--- config.mk ---
export PLATFORM = sky130hd
export DESIGN_NAME = chan_err_inj
export DESIGN_NICKNAME = d
export VERILOG_FILES = /design/src/rtl/chan_err_inj.sv
export SDC_FILE = /design/constraint.sdc
export NUM_CORES = 1
export LEC_CHECK = 0
export CAP_MARGIN = 40
export CORE_ASPECT_RATIO = 1.75
export CORE_MARGIN = 3
export CORE_UTILIZATION = 45
export CTS_BUF_LIST = sky130_fd_sc_hd__clkbuf_2 sky130_fd_sc_hd__clkbuf_4 sky130_fd_sc_hd__clkbuf_8
export CTS_CLUSTER_SIZE = 10
export DETAILED_ROUTE_END_ITERATION = 7
export HOLD_SLACK_MARGIN = 0.06
export PLACE_DENSITY = 0.67
export SLEW_MARGIN = 20
export SYNTH_ARGS = -nofsm -noshare
export SYNTH_HDL_FRONTEND = slang
export SYNTH_SLANG_ARGS = --single-unit
--- constraint.sdc ---
create_clock -name clk -period 5.35 [get_ports clk]
set_input_delay 1.07 -clock clk [delete_from_list [all_inputs] [get_ports clk]]
set_output_delay 1.07 -clock clk [all_outputs]
set_load 0.02 [all_outputs]
--- src/rtl/chan_err_inj.sv ---
// chan_err_inj: binary-symmetric channel model with LFSR-driven, guard-spaced single-bit error injection
module chan_err_inj #(
    parameter logic [15:0] SEED  = 16'hACE1,
    parameter int unsigned GUARD = 8,
    parameter int unsigned CT_W  = 16
) (
    input  logic            clk,
    input  logic            rst,
    input  logic [1:0]      enc_sym_i,
    input  logic            sym_valid_i,
    input  logic            err_en_i,
    input  logic [7:0]      err_rate_i,
    input  logic            force_err_i,
    output logic [1:0]      chan_sym_o,
    output logic            sym_valid_o,
    output logic [1:0]      err_inj,
    output logic [CT_W-1:0] bad_bit_ct,
    output logic            holdoff_o
);

    typedef enum logic [1:0] {IDLE, ARMED, HOLDOFF} state_t;

    localparam logic [7:0] GUARD_CT = 8'(GUARD);

    state_t          state_q, state_d;
    logic [7:0]      guard_ct_q, guard_ct_d;
    logic [15:0]     lfsr_q, lfsr_d;
    logic [1:0]      chan_sym_q, chan_sym_d;
    logic [1:0]      err_inj_q, err_inj_d;
    logic            sym_valid_q, sym_valid_d;
    logic [CT_W-1:0] bad_bit_ct_q, bad_bit_ct_d;
    logic            hit;
    logic            inject;
    logic [1:0]      mask;

    // Draw against the pre-advance LFSR value; the LFSR steps once per valid symbol only
    always_comb begin
        lfsr_d = sym_valid_i ? ((lfsr_q >> 1) ^ (lfsr_q[0] ? 16'hB400 : 16'h0000)) : lfsr_q;
        hit    = (lfsr_q[7:0] < err_rate_i) | force_err_i;
        inject = sym_valid_i & err_en_i & (state_q == ARMED) & hit;
        mask   = inject ? (lfsr_q[8] ? 2'b10 : 2'b01) : 2'b00;
    end

    // Injection FSM: disable exits every cycle, everything else advances on valid symbols
    always_comb begin
        state_d    = state_q;
        guard_ct_d = guard_ct_q;
        if (!err_en_i) begin
            state_d    = IDLE;
            guard_ct_d = '0;
        end else if (sym_valid_i) begin
            case (state_q)
                IDLE:    state_d = ARMED;
                ARMED: begin
                    if (hit) begin
                        state_d    = HOLDOFF;
                        guard_ct_d = GUARD_CT;
                    end
                end
                HOLDOFF: begin
                    guard_ct_d = (guard_ct_q == 8'd0) ? 8'd0 : guard_ct_q - 8'd1;
                    state_d    = (guard_ct_q <= 8'd1) ? ARMED : HOLDOFF;
                end
                default: state_d = IDLE;
            endcase
        end
    end

    // Output datapath: XOR the mask in, hold the last symbol on idle cycles, saturate the count
    always_comb begin
        sym_valid_d  = sym_valid_i;
        err_inj_d    = mask;
        chan_sym_d   = sym_valid_i ? (enc_sym_i ^ mask) : chan_sym_q;
        bad_bit_ct_d = (inject && (bad_bit_ct_q != '1)) ? bad_bit_ct_q + CT_W'(1) : bad_bit_ct_q;
    end

    // State and output registers, cleared asynchronously
    always_ff @(posedge clk or posedge rst) begin
        if (rst) begin
            state_q      <= IDLE;
            guard_ct_q   <= '0;
            lfsr_q       <= SEED;
            chan_sym_q   <= '0;
            err_inj_q    <= '0;
            sym_valid_q  <= 1'b0;
            bad_bit_ct_q <= '0;
        end else begin
            state_q      <= state_d;
            guard_ct_q   <= guard_ct_d;
            lfsr_q       <= lfsr_d;
            chan_sym_q   <= chan_sym_d;
            err_inj_q    <= err_inj_d;
            sym_valid_q  <= sym_valid_d;
            bad_bit_ct_q <= bad_bit_ct_d;
        end
    end

    assign chan_sym_o  = chan_sym_q;
    assign sym_valid_o = sym_valid_q;
    assign err_inj     = err_inj_q;
    assign bad_bit_ct  = bad_bit_ct_q;
    assign holdoff_o   = (state_q == HOLDOFF);

endmodule

==> results by group, run 1 <==
STA
  • Fin crit share: 60.4%
  • RSZ-0062 raised after global routing: no
  • Final setup margin: 2.12 ns
  • Slew @ Worst Pin: 0.621 ns
  • Clk_skew: ~0.0075 ns
  • Relative slew slack: 58.5%
  • Final hold viol count: 0
  • Highest clock rate: 0.309 GHz
  • Final setup vio count: 0
  • Setup Total Neg Slack: 0 ns
  • Max-slew violation count: 0
  • Tmin final: 3.23 ns

Routing
  • Initial DRC count: a little over 60
  • Avg WL per Cell: 14.0 um
  • DRC violations left: 0
  • Drt pass-1 iters: 4
  • Post-DRT Antenna Nets: 0
  • Avg Vias per Cell: 5.29
  • Vias: about 1.8k
  • Final WL: 4690 um

Cells and area
  • Fill count: 472
  • Fin cells: 335
  • Final core occ: between 50% and 60%
  • Number of diodes: 0
  • Share of cells above drive strength 1: 17.2%
  • Nets@finish: about 290
  • Layout area overhead: 20.2%

Global route
  • GRT Overall Usage: 15.4%
  • Grt ovf: 0
  • Largest net degree at the start of global routing: 36
  • Vias in the first global route: 1,764
  • Antenna violations before repair: 0
  • First-pass GRT wire length: 8160 um

Floorplan
  • Starting Density: 47.0%
  • Ports: 37
  • Die ar.: 6500 um2
  • Die X: 62.3 um
  • FP Rows: 35
  • Chip Height: 104 um
  • Core area: 5300 um2

Place
  • Worst slack, placed: 1.78 ns
  • Placed insts: 327
  • Placer Congestion: 0.862
  • Port Buf Inserts: 36
  • DP HPWL: 3370 um

Clocking
  • TritonCTS buffer count: 5
  • CTS tree: yes
  • H-tree depth: 2
  • Post-CTS setup buffers: 0
  • Worst skew pair latency: 0.30 ns
  • Clock tree sinks: 47
  • Clock transition at path regs: 0.08 ns
  • Hold_buf cts: 0
  • Post-CTS sizing: 0
  • CTS max path bufs: 2
  • Root Driver: clkbuf_8

Setup path
  • Max stage delay on crit path: 0.53 ns
  • Arr. time, crit path: 3.42 ns
  • Worst r2r src: lfsr_q[5]
  • Critical-path cell list: clkdlybuf4s50_1, inv_1, ha_1, a211oi_1, o21ai_1, a21oi_4, a31oi_2, a221o_1
  • Buf/Inv on CP: 2
  • Slowest CP cell: a21oi_4
  • WP data required: 5.53 ns
  • Max Fanout on Critical Path: 25
  • Nature of the critical path endpoint: flip-flop
  • Worst Reg-to-Reg Cells: 6
  • Worst reg2reg endpoint: guard_ct_q[6]
  • Critical path launch point type: input port
  • CP Class: input port to flip-flop
  • Flop2flop setup slack: ~2.9 ns
  • Largest delay share family, worst path: compound AO/OA/AOI/OAI gates

Min path
  • Worst Hold Launch: lfsr_q[10]
  • Worst min-delay path class: flip-flop to flip-flop
  • Hold path depth: 2
  • Hold endpoint: lfsr_q[10]

Pwr
  • Peak supply drop: 0.000176 V
  • PD cells: 350 nW/um2
  • Leak: approximately 1.3 nW

Synthesis
  • Yosys cell types: 51
  • Net count after synthesis: 253
  • Cells after Synth: about 230
  • Post-Synthesis Cell Area: 2490 um2
  • Syn. warnings: 0
  • Yosys reg bits: 47
  • Post-synth ARST share: 100%
  • Ys flop type: dfrtp_1
  • Post-synth EDFFs: 0
  • Mean post-synth cell area: 11.0 um2
  • Post-synthesis sequential area ratio: between 40% and 50%

Run status
  • Status: complete, no violations

Flow run
  • MaxCap Viol Count: 0
[worst max path at each step]
stage          cells after the start       endpoint           from  slack, ns
2_1_floorplan                      7  guard_ct_q[2]  err_rate_i[2]       2.79
3_3_place_gp                       8  guard_ct_q[2]  err_rate_i[2]       1.80
3_5_place_dp                       8  guard_ct_q[6]  err_rate_i[2]       1.78
4_1_cts                            8  guard_ct_q[6]  err_rate_i[2]       2.12
5_1_grt                            8  guard_ct_q[2]  err_rate_i[2]       1.89
6_report                           8  guard_ct_q[6]  err_rate_i[2]       2.12
[cell usage in the layout (no fill, tap or decap), drive strengths merged, types with 2 or more instances in the layout]
cell type / instances
dfrtp: 39
clkdlybuf4s50: 36
xnor2: 17
inv: 16
mux2: 14
nand4: 13
nor2: 11
ha: 11
nand2: 9
a21oi: 9
dfstp: 8
nand3: 8
o21ai: 7
and3: 7
clkbuf: 7
nor2b: 5
a31oi: 4
o211ai: 3
and4: 3
a21o: 3
nor3: 3
nand3b: 2
o221ai: 2
a311oi: 2
a31o: 2
a221o: 2
nor4: 2
o22a: 2
nand2b: 2
nor3b: 2
buf: 2
[per-layer routing]
layer / GRT usage (%) / part of all wire, % / wire length [um] / up-vias
li1: - / - / - / 878
met1: 18.7 / 44 / 2050 / 854
met2: 26.6 / 51 / 2410 / 31
met3: 2.81 / 2.8 / 131 / 8
met4: 6.48 / 2.1 / 97 / 0
met5: 0 / 0 / 0 / -
[report_power, final]
group | total, mW | internal, mW | switching [mW]
Combinational | 0.296 | 0.155 | 0.141
Clock | 0.217 | 0.102 | 0.115
Sequential | 0.536 | 0.457 | 0.0786
[cell families after synthesis]
kind of cell / count (synthesis) / share of synthesized area (%)
multiplexers: 14 / 6.33
XOR/XNOR: 17 / 5.97
buffers and inverters: 28 / 5.07
flip-flops: 47 / 47.6
adder cells (fa/ha/maj): 11 / 5.52
AO/OA/AOI/OAI: 41 / 12.7
AND/OR/NAND/NOR: 69 / 16.9
[state kept, by name, indices dropped and copies added (netlist names)]
register	flops
chan_sym_o	2
lfsr_q	16
sym_valid_o	1
err_inj	2
bad_bit_ct	16
guard_ct_q	8
state_q	2
[per-stage QoR]
step	area, um2	power (mW)	hold slack, ns
3_3_place_gp	2890	0.834	0.473
5_1_grt	3000	1.12	0.527
3_5_place_dp	2910	0.843	0.481
4_1_cts	3000	1.06	0.498
2_1_floorplan	2490	0.747	0.449
6_report	3000	1.05	0.495
[cell type report]
type | instances | area, um2 | share of cell area, %
clock buffer | 7 | 83.8 | 2.80
clock inverter | 1 | 5.00 | 0.167
inverter | 16 | 60.1 | 2.01
multi-input combinational | 152 | 1180 | 39.4
sequential | 47 | 1190 | 39.6
tap | 74 | 92.6 | 3.09
timing repair buffer | 38 | 388 | 12.9
[Yosys cell counts (2+ instances only)]
cell	n	area, um2
dfrtp_1	39	976
xnor2_1	17	149
inv_1	16	60.1
mux2_2	14	158
nand4_1	13	81.3
ha_1	11	138
nor2_1	11	41.3
a21oi_1	8	40.0
dfstp_2	8	210
nand2_1	8	30.0
nand3_1	7	35.0
o21ai_0	6	30.0
and3_1	5	31.3
nor2b_1	5	31.3
buf_2	4	20.0
clkbuf_1	4	15.0
a21o_1	3	22.5
and4_1	3	26.3
o211ai_1	3	22.5
a221o_1	2	20.0
a311oi_1	2	17.5
a31o_2	2	17.5
a31oi_1	2	12.5
buf_4	2	15.0
nand3b_1	2	15.0
nor3_1	2	10.0
nor4_1	2	12.5
o221ai_1	2	17.5
o22a_1	2	17.5
[worst register-to-register path: stages (launching register included)]
cell      delay [ns]
dfstp_2         0.55
ha_1            0.24
a21oi_1         0.14
o221ai_1        0.16
a21oi_4         0.53
a31oi_2         0.28
a221o_1         0.39
Note: power is estimated with default switching activity, not from simulation.
==> run 2, diff against run 1 <==
==> constraint.sdc (replaced) <==
create_clock -name clk -period 3.2 [get_ports clk]
set_input_delay 0.64 -clock clk [delete_from_list [all_inputs] [get_ports clk]]
set_output_delay 0.64 -clock clk [all_outputs]
set_load 0.02 [all_outputs]
==> results by group, run 2 (synthesis results as in run 1) <==
Run status
  • Status: complete, no violations (unchanged)

Cells and area
  • Number of diodes: 0 (unchanged)
  • Nets@finish: 289 (was 286)
  • Commonest non-fill, non-tap cell in the layout: dfrtp_1 (unchanged)
  • Fin cells: 338 (was 335)
  • Most frequent cells in the layout: 39 x dfrtp_1, 36 x clkdlybuf4s50_1, 17 x xnor2_1 (unchanged)
  • Final Cell Area: 3050 um2 (was 3000 um2)
  • Share of cells above drive strength 1: 18.2% (was 17.2%)
  • Layout area overhead: 22.5% (was 20.2%)
  • Final core occ: 57.6% (was 56.5%)
  • Fill count: 479 (was 472)

Routing
  • Initial DRC count: 68 (was 61)
  • Avg WL per Cell: 13.8 um (was 14.0 um)
  • Final WL: 4670 um (was 4690 um)
  • Post-DRT Antenna Nets: 0 (unchanged)
  • Avg Vias per Cell: 5.39 (was 5.29)
  • Vias: 1,822 (was 1,771)
  • DRC violations left: 0 (unchanged)
  • Drt pass-1 iters: 4 (unchanged)

Global route
  • Grt ovf: 0 (unchanged)
  • Largest net degree at the start of global routing: 35 (was 36)
  • Vias in the first global route: 1,781 (was 1,764)
  • Antenna violations before repair: 0 (unchanged)
  • GRT Overall Usage: 15.2% (was 15.4%)
  • First-pass GRT wire length: 8080 um (was 8160 um)

Clocking
  • Post-CTS setup buffers: 0 (unchanged)
  • H-tree depth: 2 (unchanged)
  • Clock tree sinks: 47 (unchanged)
  • Root Driver: clkbuf_8 (unchanged)
  • Hold_buf cts: 0 (unchanged)
  • Worst skew pair latency: 0.30 ns (about the same)
  • Post-CTS sizing: 0 (unchanged)
  • TritonCTS buffer count: 5 (unchanged)
  • CTS tree: yes (unchanged)
  • Clock transition at path regs: 0.09 ns (was 0.08 ns)
  • CTS max path bufs: 2 (unchanged)

Floorplan
  • Core area: 5300 um2 (unchanged)
  • Starting Density: 47.0% (unchanged)
  • Chip Height: 104 um (unchanged)
  • FP Rows: 35 (unchanged)
  • Die X: 62.3 um (unchanged)
  • Ports: 37 (unchanged)
  • Die ar.: 6500 um2 (unchanged)

STA
  • Fin crit share: 78.4%
  • Tmin final: approximately 2.5 ns
  • Final setup vio count: 0 (unchanged)
  • Relative slew slack: 66.5% (was 58.5%)
  • Max-slew violation count: 0 (unchanged)
  • Highest clock rate: about 0.40 GHz
  • RSZ-0062 raised after global routing: no (unchanged)
  • Hold WS: 0.494 ns (was 0.495 ns)
  • Setup Total Neg Slack: 0 ns (unchanged)
  • Slew @ Worst Pin: 0.499 ns (was 0.621 ns)
  • Clk_skew: 0.00832 ns (was 0.00746 ns)
  • Final hold viol count: 0 (unchanged)

Setup path
  • CP Class: input port to flip-flop (unchanged)
  • Critical path launch point type: input port (unchanged)
  • Critical-path cell list: clkdlybuf4s50_1, inv_1, ha_1, a211oi_1, o21ai_1, a21oi_4, buf_4, nand3_1, mux2_2 (was clkdlybuf4s50_1, inv_1, ha_1, a211oi_1, o21ai_1, a21oi_4, a31oi_2, a221o_1)
  • Slowest CP cell: clkdlybuf4s50_1 (was a21oi_4)
  • WP data required: 3.39 ns (was 5.53 ns)
  • Buf/Inv on CP: 3 (was 2)
  • Max stage delay on crit path: 0.45 ns (was 0.53 ns)
  • Largest delay share family, worst path: buffers and inverters (was compound AO/OA/AOI/OAI gates)
  • Arr. time, crit path: 2.69 ns (was 3.42 ns)
  • Nature of the critical path endpoint: flip-flop (unchanged)
  • Max Fanout on Critical Path: 24 (was 25)

Pwr
  • PD cells: 625 nW/um2 (was 350 nW/um2)
  • Peak supply drop: 0.000309 V (was 0.000176 V)
  • Leak: 1.31 nW (was 1.28 nW)

Place
  • DP HPWL: 3410 um (was 3370 um)
  • Port Buf Inserts: 36 (unchanged)
  • Placer Congestion: 0.836 (was 0.862)
  • Placed insts: 330 (was 327)
  • Placed Instance Area: 2920 um2 (was 2910 um2)

Flow run
  • MaxCap Viol Count: 0 (unchanged)

Min path
  • Worst min-delay path class: flip-flop to flip-flop (unchanged)
[run 2: through the flow]
step                      setup WS, ns  power (mW)
final                            0.692        1.91
after global routing             0.563        2.03
after CTS                        0.692        1.93
after detailed placement         0.374        1.41
after global placement           0.430        1.40
after floorplan                   1.07        1.25
[run 2: area by class of cell]
cell class	instances	area [um2]	share of cell area, %
Inverter	16	60.1	1.97
Tap cell	74	92.6	3.03
Timing Repair Buffer	41	398	13.0
Clock buffer	6	76.3	2.50
Sequential cell	47	1190	38.9
Multi-Input combinational cell	152	1180	38.6
Clock inverter	2	60.1	1.97
[run 2: worst paths after layout]
path                                start             end  slack [ns]  cells after the start
setup / recovery            err_rate_i[2]   bad_bit_ct[1]        0.69                      9
hold / removal             bad_bit_ct[11]  bad_bit_ct[11]        0.49                      1
setup reg to reg                lfsr_q[7]   bad_bit_ct[1]        1.05                      7
hold reg to reg            bad_bit_ct[11]  bad_bit_ct[11]        0.49                      1
max in group asynchronous             rst       lfsr_q[7]        1.97                      3
min in group asynchronous             rst   bad_bit_ct[5]        0.59                      2
[run 2: layer usage]
layer	part of all wire, %	routed length (um)	global-route usage (%)	vias to the layer above
li1	-	-	-	888
met4	1.4	65	5.69	0
met2	51	2390	26.9	28
met5	0	0	0	-
met3	2.9	137	2.70	6
met1	44	2070	18.2	900
[run 2: worst reg2reg max path: stages, from the launching register on]
cell	delay (ns)
dfstp_2	0.55
ha_1	0.23
a21oi_1	0.15
o221ai_1	0.17
a21oi_4	0.18
buf_4	0.28
nand3_1	0.17
mux2_2	0.30
[run 2: where the power goes]
group,switching [mW],internal [mW]
Clock,0.197,0.321
Sequential,0.128,0.764
Combinational,0.237,0.263
Total,0.562,1.35
==> run 3, diff against run 2 <==
==> constraint.sdc (replaced) <==
create_clock -name clk -period 2.55 [get_ports clk]
set_input_delay 0.51 -clock clk [delete_from_list [all_inputs] [get_ports clk]]
set_output_delay 0.51 -clock clk [all_outputs]
set_load 0.02 [all_outputs]
==> results by group, run 3 (synthesis results as in run 1) <==
Floorplan
  • Ports: 37 (unchanged)
  • Chip Height: 104 um (unchanged)
  • Die ar.: 6500 um2 (unchanged)
  • Core area: 5300 um2 (unchanged)
  • Die X: 62.3 um (unchanged)
  • FP Rows: 35 (unchanged)
  • Starting Density: 47.0% (unchanged)

STA
  • Setup Total Neg Slack: 0 ns (unchanged)
  • Slew @ Worst Pin: 0.479 ns (was 0.499 ns)
  • RSZ-0062 raised after global routing: no (unchanged)
  • Clk_skew: 0.0104 ns (was 0.00832 ns)
  • Final setup vio count: 0 (unchanged)
  • Max-slew violation count: 0 (unchanged)
  • Final hold viol count: 0 (unchanged)
  • Tmin final: 2.21 ns
  • Relative slew slack: 67.8% (was 66.5%)
  • Fin crit share: 86.7%
  • Highest clock rate: 0.452 GHz

Global route
  • Antenna violations before repair: 0 (unchanged)
  • GRT met2 Usage: 26.6% (was 26.9%)
  • Grt met3 use: 3.57% (was 2.70%)
  • Grt ovf: 0 (unchanged)
  • Met1 Use GR: 17.6% (was 18.2%)
  • Vias in the first global route: 1,786 (was 1,781)
  • GR peak layer: met2 (unchanged)
  • First-pass GRT wire length: 8170 um (was 8080 um)
  • GRT Overall Usage: 15.4% (was 15.2%)
  • Largest net degree at the start of global routing: 48 (was 35)

Place
  • Placed Instance Area: 2990 um2 (was 2920 um2)
  • DP HPWL: 3510 um (was 3410 um)
  • Port Buf Inserts: 36 (unchanged)
  • Placer Congestion: 0.795 (was 0.836)

Routing
  • DRC violations left: 0 (unchanged)
  • Drt pass-1 iters: 4 (unchanged)
  • Initial DRC count: 53 (was 68)
  • Avg WL per Cell: 13.9 um (was 13.8 um)
  • Final WL: 4800 um (was 4670 um)
  • Post-DRT Antenna Nets: 0 (unchanged)
  • Avg Vias per Cell: 5.32 (was 5.39)
  • Vias: 1,829 (was 1,822)

Setup path
  • Slowest CP cell: clkdlybuf4s50_1 (unchanged)
  • Critical path launch point type: input port (unchanged)
  • Flop2flop setup slack: 0.58 ns (was 1.05 ns)
  • CP Capture Point: bad_bit_ct[14] (was bad_bit_ct[1])
  • Setup crit start: err_rate_i[2] (unchanged)
  • Critical-path cell list: clkdlybuf4s50_1, inv_1, ha_1, a211oi_1, o21ai_1, a21oi_4, buf_4, buf_12, nand4_1, xnor2_1 (was clkdlybuf4s50_1, inv_1, ha_1, a211oi_1, o21ai_1, a21oi_4, buf_4, nand3_1, mux2_2)
  • Max Fanout on Critical Path: 10 (was 24)
  • Worst r2r src: lfsr_q[5] (was lfsr_q[7])
  • WP data required: 2.74 ns (was 3.39 ns)
  • Arr. time, crit path: 2.40 ns (was 2.69 ns)
  • Worst Reg-to-Reg Cells: 8 (was 7)
  • Worst reg2reg endpoint: bad_bit_ct[14] (was bad_bit_ct[1])
  • CP Class: input port to flip-flop (unchanged)
  • Max stage delay on crit path: 0.45 ns (about the same)
  • Nature of the critical path endpoint: flip-flop (unchanged)

Clocking
  • Root Driver: clkbuf_8 (unchanged)
  • Worst skew pair latency: 0.30 ns (about the same)
  • CTS tree: yes (unchanged)
  • Clock tree sinks: 47 (unchanged)
  • Post-CTS sizing: 0 (unchanged)
  • H-tree depth: 2 (unchanged)
  • Post-CTS setup buffers: 0 (unchanged)
  • Hold_buf cts: 0 (unchanged)
  • CTS max path bufs: 2 (unchanged)
  • TritonCTS buffer count: 5 (unchanged)
  • Clock transition at path regs: 0.09 ns (about the same)

Run status
  • Status: complete, no violations (unchanged)

Cells and area
  • Layout area overhead: 25.3% (was 22.5%)
  • Share of cells above drive strength 1: 20.0% (was 18.2%)
  • Most frequent cells in the layout: 39 x dfrtp_1, 36 x clkdlybuf4s50_1, 17 x xnor2_1 (unchanged)
  • Number of diodes: 0 (unchanged)
  • Final Cell Area: 3120 um2 (was 3050 um2)
  • Commonest non-fill, non-tap cell in the layout: dfrtp_1 (unchanged)
  • Nets@finish: 295 (was 289)

Pwr
  • Peak supply drop: 0.000486 V (was 0.000309 V)
  • PD cells: 778 nW/um2 (was 625 nW/um2)
  • Leak: 1.35 nW (was 1.31 nW)

Flow run
  • MaxCap Viol Count: 0 (unchanged)

Min path
  • Worst min-delay path class: flip-flop to flip-flop (unchanged)
==> run 3: cell types whose count changed in the layout (fill, tap and decap cells not counted) <==
cell and delta:
buf_12 +2, buf_4 +4
==> run 3: area by class of cell <==
cell class | instances | area (um2)
tap | 74 | 92.6
clock inverter | 2 | 60.1
sequential | 47 | 1190
timing repair buffer | 47 | 468
clock buffer | 6 | 76.3
fill | 459 | 2180
inverter | 16 | 60.1
multi-input combinational | 152 | 1180
==> run 3: worst min-delay path by stage <==
stage	endpoint	cells past startpoint	startpoint	slack [ns]
after floorplan	lfsr_q[8]	2	lfsr_q[9]	0.45
after detailed placement	lfsr_q[8]	2	lfsr_q[9]	0.47
final	lfsr_q[8]	2	lfsr_q[9]	0.48
after global placement	lfsr_q[8]	2	lfsr_q[9]	0.46
after CTS	lfsr_q[8]	2	lfsr_q[9]	0.49
after global routing	bad_bit_ct[5]	1	bad_bit_ct[5]	0.53
==> run 3: where the power goes <==
part	switching [mW]	internal (mW)	total [mW]	leakage, nW
clock	0.245	0.402	0.648	0.0688
combinational	0.308	0.359	0.667	0.687
sequential	0.158	0.958	1.12	0.595
total	0.711	1.72	2.43	1.35
==> run 3: stage by stage <==
step	total power [mW]	util [%]	setup slack, ns	instances	hold slack, ns
after floorplan	1.57	-	0.550	227	0.449
after global placement	1.79	56.4	0.0160	336	0.460
after detailed placement	1.81	56.4	0.00342	336	0.467
after CTS	2.46	58.9	0.332	344	0.492
after global routing	2.58	58.9	0.254	344	0.528
final	2.43	58.9	0.339	344	0.485
==> run 3: per-layer routing <==
layer  part of all wire (%)  routed length, um  vias to the layer above
li1                       -                  -                      905
met3                    3.2                152                       10
met4                    2.6                123                        0
met5                      0                  0                        -
met2                     53               2530                       33
met1                     42               2000                      881
==> run 3: critical path: cells and delay by family <==
family / cells / cell delay (ns)
AOI/OAI and AO/OA: 3 / 0.52
adders and majority gates: 1 / 0.29
buffers and inverters: 4 / 0.81
xor gates and xnor gates: 1 / 0.15
and+or+nand+nor: 1 / 0.11
